$ cat src/rtl/count_leading_zeros_pkg.sv
//------------------------------------------------------------------------------
// count_leading_zeros_pkg
//   Shared sizing helper for the leading-zero counter and its users.
//   Rev 1.0
//------------------------------------------------------------------------------
`default_nettype none

package count_leading_zeros_pkg;

    // Width of a leading-zero count for a w-bit operand.
    function automatic int clz_width(input int w);
        return $clog2(w);
    endfunction

endpackage

`default_nettype wire

$ cat src/rtl/count_leading_zeros_clz_merge.sv
//------------------------------------------------------------------------------
// clz_merge
//   Combines the (valid, count) pairs of two adjacent halves into one node.
//   Rev 1.0
//------------------------------------------------------------------------------
`default_nettype none

module clz_merge #(
    parameter int K = 1
) (
    input  logic         v_hi,
    input  logic [K-1:0] c_hi,
    input  logic         v_lo,
    input  logic [K-1:0] c_lo,
    output logic         v,
    output logic [K:0]   c
);

    assign v = v_hi | v_lo;
    // An empty upper half adds its full width to the lower half's count.
    assign c = v_hi ? {1'b0, c_hi} : {1'b1, c_lo};

endmodule

`default_nettype wire

$ cat src/rtl/count_leading_zeros.sv
//------------------------------------------------------------------------------
// count_leading_zeros
//   Balanced-tree leading-zero counter with optional output register.
//   Rev 1.0
//------------------------------------------------------------------------------
`default_nettype none

module count_leading_zeros
    import count_leading_zeros_pkg::*;
#(
    parameter int WIDTH      = 32,
    parameter int OUTPUT_REG = 0
) (
    input  logic                         clk,
    input  logic                         rst,
    input  logic [WIDTH-1:0]             clz_input,
    output logic [clz_width(WIDTH)-1:0]  clz,
    output logic                         all_zero
);

    localparam int c_clz_w = clz_width(WIDTH);

    // Level j holds WIDTH>>(j+1) nodes, each with a (j+1)-bit count; levels
    // are packed back to back into flat buses so every bit is consumed.
    function automatic int v_off(input int j);
        int s;
        s = 0;
        for (int m = 0; m < j; m++) s += (WIDTH >> (m + 1));
        return s;
    endfunction

    function automatic int c_off(input int j);
        int s;
        s = 0;
        for (int m = 0; m < j; m++) s += (WIDTH >> (m + 1)) * (m + 1);
        return s;
    endfunction

    localparam int c_v_bits = v_off(c_clz_w);
    localparam int c_c_bits = c_off(c_clz_w);

    logic [c_v_bits-1:0] w_v;
    logic [c_c_bits-1:0] w_c;
    logic [c_clz_w-1:0]  w_clz;
    logic                w_all_zero;

    generate
        for (genvar i = 0; i < WIDTH / 2; i++) begin : g_leaf
            assign w_v[i] = clz_input[2*i+1] | clz_input[2*i];
            assign w_c[i] = ~clz_input[2*i+1];
        end

        for (genvar j = 1; j < c_clz_w; j++) begin : g_level
            for (genvar i = 0; i < (WIDTH >> (j + 1)); i++) begin : g_node
                localparam int c_pv = v_off(j - 1);
                localparam int c_pc = c_off(j - 1);
                localparam int c_sv = v_off(j);
                localparam int c_sc = c_off(j);

                clz_merge #(
                    .K (j)
                ) u_merge (
                    .v_hi (w_v[c_pv + 2*i + 1]),
                    .c_hi (w_c[c_pc + (2*i + 1)*j +: j]),
                    .v_lo (w_v[c_pv + 2*i]),
                    .c_lo (w_c[c_pc + (2*i)*j +: j]),
                    .v    (w_v[c_sv + i]),
                    .c    (w_c[c_sc + i*(j + 1) +: j + 1])
                );
            end
        end
    endgenerate

    assign w_clz      = w_c[c_c_bits-1 -: c_clz_w];
    assign w_all_zero = ~w_v[c_v_bits-1];

    generate
        if (OUTPUT_REG != 0) begin : g_reg
            logic [c_clz_w-1:0] r_clz;
            logic               r_all_zero;

            always_ff @(posedge clk) begin
                if (rst) begin
                    r_clz      <= '0;
                    r_all_zero <= 1'b0;
                end else begin
                    r_clz      <= w_clz;
                    r_all_zero <= w_all_zero;
                end
            end

            assign clz      = r_clz;
            assign all_zero = r_all_zero;
        end else begin : g_comb
            // Clock and reset have no load in the combinational build.
            logic w_unused_clk_rst;
            assign w_unused_clk_rst = clk | rst;

            assign clz      = w_clz;
            assign all_zero = w_all_zero;
        end
    endgenerate

endmodule

`default_nettype wire

$ cat config.mk
export PLATFORM = sky130hd
export DESIGN_NAME = count_leading_zeros
export DESIGN_NICKNAME = d
export VERILOG_FILES = /design/src/rtl/count_leading_zeros_pkg.sv /design/src/rtl/count_leading_zeros_clz_merge.sv /design/src/rtl/count_leading_zeros.sv
export SDC_FILE = /design/constraint.sdc
export NUM_CORES = 1
export LEC_CHECK = 0
export ABC_CLOCK_PERIOD_IN_PS = 3700
export CORE_AREA = 2 2 39 41
export DETAILED_ROUTE_END_ITERATION = 16
export DIE_AREA = 0 0 41 43
export PLACE_DENSITY = 0.86
export SLEW_MARGIN = 20
export SYNTH_ARGS = -nofsm -noshare
export SYNTH_HDL_FRONTEND = slang
export SYNTH_SLANG_ARGS = --single-unit
$ cat constraint.sdc
create_clock -name vclk -period 3.7
set_input_delay 0.74 -clock vclk [all_inputs]
set_output_delay 0.74 -clock vclk [all_outputs]
set_load 0.03 [all_outputs]
==> impl_summary.log, run 1 <==
[metrics] run status: complete, no violations
[metrics] highest-count cells in the layout ignoring fill and taps: clkdlybuf4s50_1 (37), inv_1 (8), nor2_1 (8)
[metrics] maximum number of pins on one net before global-route repair: 6
[metrics] endpoint kind of the worst setup timing path: output port
[metrics] critical path buffer and inverter count: 2
[metrics] final routed wire length divided by cell count: 11.9 um
[metrics] Hold Path Cell Cnt: 5
[metrics] Die ar.: 0.00176 mm^2
[metrics] drt first pass iters: 4
[metrics] Max Freq: 0.280 GHz
[metrics] worst-margin pin slew: 0.437 ns
[metrics] number of standard cells after synthesis: 56
[metrics] leading cell types by total area after synthesis: nor4_4 (11%), nor4_2 (9.9%), nor3_1 (7.9%)
[metrics] Hold Vio Cnt, Final: 0
[metrics] overflow left after global routing: 0
[metrics] most common library cell in the layout ignoring fill and taps: clkdlybuf4s50_1
[metrics] Stages on worst setup path: 6
[metrics] delay of the slowest cell on the worst path: 0.68 ns
[metrics] Hold Crit Start: clz_input[0]
[metrics] number of hold-repair buffers added at the cts stage: 0
[metrics] share of layout cells above drive strength 1: 9.47%
[metrics] synthesis warning total: 0
[metrics] area used by multi-input combinational logic: 349 um^2
[metrics] layout net count: 131
[metrics] row count: 14
[metrics] Final Critical Period: 3.57 ns
[metrics] number of sequential storage elements: 0
[metrics] via count of the first global-routing pass: 511
[metrics] drc violations: 0
[metrics] total negative setup slack: 0 ns
[metrics] fin worst setup slack: 0.129 ns
[metrics] layout-stage area growth over the synthesis result: 109%
[metrics] vertical die dimension: 43 um
[metrics] number of post-CTS setup repair buffers: 0
[metrics] number of antenna violations at the first check in global routing: 0
[metrics] largest fanout of any net on the critical path: 3
[metrics] total wire length: 1320 um
[metrics] type of the worst min-delay path: in2out
[metrics] Max-Cap Viols: 0
[metrics] setup repair after global routing missed its margin: no
[metrics] wire length of the first global-routing pass: 1940 um
[metrics] arrival time at the worst endpoint: 2.83 ns
[metrics] critical path, cell by cell: clkdlybuf4s50_1 -> or4_4 -> a21boi_1 -> o21ai_1 -> a21boi_1 -> clkdlybuf4s50_1
[metrics] placeable core area: 0.00138 mm^2
[metrics] slowest stage cell, crit path: clkdlybuf4s50_1
[metrics] largest voltage drop on the vdd net: 0.0404 mV
[metrics] antenna cell count: 0
[metrics] cell type contributing the most total cell area after synthesis: nor4_4
[metrics] synthesized netlist net count: 90
[metrics] via total after detailed routing: 584
[metrics] filler instances: 133
[metrics] Critical Path Source Type: input port
[metrics] post-synth top area share: 11.3%
[metrics] die width: 41 um
[metrics] syn_area_per_cell: 6.75 um^2
[metrics] CTS resizes: 0
[metrics] library cells used by synthesis: 24
[metrics] drt initial violations: 12
[metrics] starting utilization of the core area: 27.3%
[metrics] proportion of synthesized chip area in sequential cells: 0%
[metrics] Antenna Violating Nets Remaining: 0
[metrics] ratio of total power to cell area: 91.1 mW/mm^2
[metrics] area taken by flip-flops and latches: 0 um^2
[metrics] Synth Cell Area: 378 um^2
[metrics] number of ports placed on the die boundary: 40
[metrics] CP required: 2.96 ns
[metrics] Post-Place Worst Slack: 0.124 ns
[metrics] Port Buffers: 38
[metrics] final RePlAce weighted congestion: 0.753
[metrics] drt via density: 5.26
[metrics] final count of negative-setup-slack endpoints: 0
[metrics] worst-case hold path end point: all_zero
[metrics] Static Leakage: 0.294 nW
[metrics] HPWL after detailed placement: 1210 um
[metrics] fraction of the cycle the final worst path needs: 96.5%
[metrics] startpoint-to-endpoint class of the critical path: in2out
[metrics] All-Layer GR Usage: 14.7%
[metrics] max-slew headroom at the worst pin: 70.6%
[metrics] clkbuf count: 0
[metrics] cell class contributing the biggest share of worst-path delay: buffers and inverters
[metrics] final slew viol count: 0
[per-layer routing]
layer	GRT usage, %	part of all wire [%]	up-vias
met1	15.5	36	258
met4	0	0	0
met3	0.524	6.7	0
li1	-	-	303
met5	0	0	-
met2	30.3	57	23
[area by class of cell]
class                      instances  area share (%)
timing repair buffer              39            49.4
multi-input combinational         48            44.2
inverter                           8            3.80
tap                               16            2.54
[synth_stat cells (2+ instances only)]
| cell type | instances |
|---|---|
| nor2_1 | 8 |
| nor2b_1 | 2 |
| nor4_1 | 3 |
| nor4_2 | 3 |
| nor3_1 | 6 |
| a21boi_1 | 2 |
| nor4_4 | 2 |
| inv_1 | 8 |
| a21oi_1 | 4 |
| nand2_1 | 3 |
| o31ai_1 | 2 |
[cells by family after synthesis]
kind of cell / after synthesis / synth area share [%]
AND/OR/NAND/NOR: 30 / 56.6
AO/OA/AOI/OAI: 18 / 35.4
buffers and inverters: 8 / 7.95
[stage by stage]
step	hold WS [ns]	util, %	cell area, um^2	std cells	power, mW
final	2.29	57.1	790	111	0.0719
after global routing	2.36	57.1	790	111	0.0769
after CTS	2.65	56.8	786	111	0.0717
after detailed placement	2.65	56.8	786	111	0.0715
after global placement	2.65	56.8	786	111	0.0693
after floorplan	1.67	-	378	56	0.0197
[worst max-delay path by stage]
stage | slack, ns | end | from
floorplan | 0.66 | all_zero | clz_input[18]
global placement | 0.11 | all_zero | clz_input[21]
detailed placement | 0.12 | all_zero | clz_input[21]
CTS | 0.12 | all_zero | clz_input[21]
global route | 0.04 | clz[1] | clz_input[6]
finish | 0.13 | clz[2] | clz_input[6]
[power by group]
group | internal (mW) | total [mW] | switching [mW]
logic | 0.0422 | 0.0719 | 0.0297
clock network | 0 | 0 | 0
registers | 0 | 0 | 0
(Power assumes the default switching activity.)
==> inputs of run 2 (changes only) <==
CAP_MARGIN = 40   (was not set)
SLEW_MARGIN = not set   (was 20)
==> results of run 2 <==
The final DEF is identical to that of run 1; final timing and power are the same.
==> inputs of run 3 (changes only) <==
CAP_MARGIN = not set   (was 40)
SKIP_LAST_GASP = 1   (was not set)
TNS_END_PERCENT = 30   (was not set)
==> run 3 against run 2 <==
Utilization fell by 0.18 points. Critical path depth stayed put. Wire length shrank 0.83%. Highest routed layer is now met4. Design area fell by 0.32%. Maximum frequency hardly changed. Flip-flop and latch count stayed put. Combinational power about the same.
==> impl_summary.log, run 3 (synthesized netlist as in run 1, its figures left out) <==
[metrics] largest fanout of any net on the critical path: 3
[metrics] final slew viol count: 0
[metrics] layout net count: 131
[metrics] switching share of total power: 41.3%
[metrics] share of layout cells above drive strength 1: 9.47%
[metrics] critical path buffer and inverter count: 2
[metrics] drc violations: 0
[metrics] area of placed instances: 786 um^2
[metrics] CP required: 2.96 ns
[metrics] Static Leakage: 0.275 nW
[metrics] most common library cell in the layout ignoring fill and taps: clkdlybuf4s50_1
[metrics] total power after layout: 71.9 uW
[metrics] delay of the slowest cell on the worst path: 0.68 ns
[metrics] design area: 787 um^2
[metrics] drt first pass iters: 5
[metrics] cell total after placement: 111
[metrics] via count of the first global-routing pass: 511
[metrics] number of post-CTS setup repair buffers: 0
[metrics] number of antenna violations at the first check in global routing: 0
[metrics] antenna cell count: 0
[metrics] starting utilization of the core area: 27.3%
[metrics] Max-Cap Viols: 0
[metrics] number of hold-repair buffers added at the cts stage: 0
[metrics] Final Critical Period: 3.57 ns
[metrics] die width: 41 um
[metrics] type of the worst min-delay path: in2out
[metrics] number of ports placed on the die boundary: 40
[metrics] final routed wire length divided by cell count: 11.8 um
[metrics] internal portion of total power: 42.2 uW
[metrics] startpoint-to-endpoint class of the critical path: in2out
[metrics] critical path, cell by cell: clkdlybuf4s50_1 -> or4_4 -> a21boi_1 -> o21ai_1 -> a21boi_1 -> clkdlybuf4s50_1
[metrics] wire length of the first global-routing pass: 1940 um
[metrics] share of power burned in registers: 0%
[metrics] fraction of the cycle the final worst path needs: 96.6%
[metrics] slowest stage cell, crit path: clkdlybuf4s50_1
[metrics] endpoint kind of the worst setup timing path: output port
[metrics] power spent charging and discharging nets: 29.7 uW
[metrics] run status: complete, no violations
[metrics] row count: 14
[metrics] number of sequential storage elements: 0
[metrics] Max Freq: 0.280 GHz
[metrics] drt initial violations: 12
[metrics] ratio of total power to cell area: 91.3 mW/mm^2
[metrics] final RePlAce weighted congestion: 0.753
[metrics] Die ar.: 0.00176 mm^2
[metrics] final count of negative-setup-slack endpoints: 0
[metrics] worst-margin pin slew: 0.432 ns
[metrics] max-slew headroom at the worst pin: 70.9%
[metrics] total wire length: 1310 um
[metrics] via total after detailed routing: 601
[metrics] placeable core area: 0.00138 mm^2
[metrics] setup repair after global routing missed its margin: yes
[metrics] Hold Vio Cnt, Final: 0
[metrics] vertical die dimension: 43 um
[metrics] All-Layer GR Usage: 14.7%
[metrics] area taken by flip-flops and latches: 0 um^2
[metrics] Port Buffers: 38
[metrics] layout-stage area growth over the synthesis result: 108%
[metrics] CTS resizes: 0
[metrics] overflow left after global routing: 0
[metrics] Critical Path Source Type: input port
[metrics] arrival time at the worst endpoint: 2.83 ns
[metrics] drt via density: 5.41
[metrics] clkbuf count: 0
[metrics] Antenna Violating Nets Remaining: 0
[metrics] highest-count cells in the layout ignoring fill and taps: clkdlybuf4s50_1 (38), inv_1 (8), nor2_1 (8)
[metrics] HPWL after detailed placement: 1210 um
[metrics] cell class contributing the biggest share of worst-path delay: buffers and inverters
[metrics] maximum number of pins on one net before global-route repair: 6
[metrics] combinational share of power: 100.0%
[metrics] clock share of power: 0%
[metrics] number of standard cells in the final layout excluding fillers: 111
[metrics] largest voltage drop on the vdd net: 0.0403 mV
-- run 3: layout make-up --
| type | count | area, um^2 |
|---|---|---|
| Timing Repair Buffer | 39 | 388 |
| Tap cell | 16 | 20.0 |
| Multi-Input combinational cell | 48 | 349 |
| Inverter | 8 | 30.0 |
| Fill cell | 134 | 597 |
-- run 3: through the flow --
step	hold WS, ns	TNS [ns]	setup slack [ns]	utilization, %
global route	2.71	-0.0270	-0.0270	56.9
finish	2.64	0	0.127	56.9
detailed placement	2.65	0	0.124	56.8
CTS	2.65	0	0.124	56.8
floorplan	1.67	0	0.662	-
global placement	2.65	0	0.107	56.8
-- run 3: power groups by stage --
stage | clock network, mW | logic [mW] | registers (mW)
floorplan | 0 | 0.0197 | 0
global placement | 0 | 0.0693 | 0
detailed placement | 0 | 0.0715 | 0
CTS | 0 | 0.0717 | 0
global route | 0 | 0.0769 | 0
finish | 0 | 0.0719 | 0
-- run 3: path summary, 6_finish.rpt --
path | cells past startpoint | startpoint | slack, ns | endpoint
worst max-delay path | 6 | clz_input[6] | 0.13 | clz[2]
worst min-delay path | 5 | clz_input[0] | 2.64 | all_zero
-- run 3: metal layers --
| layer | share of wire [%] | global-route usage, % |
|---|---|---|
| met5 | 0 | 0 |
| met1 | 35 | 15.5 |
| met4 | 2.3 | 0 |
| met3 | 7.6 | 0.524 |
| met2 | 55 | 30.3 |
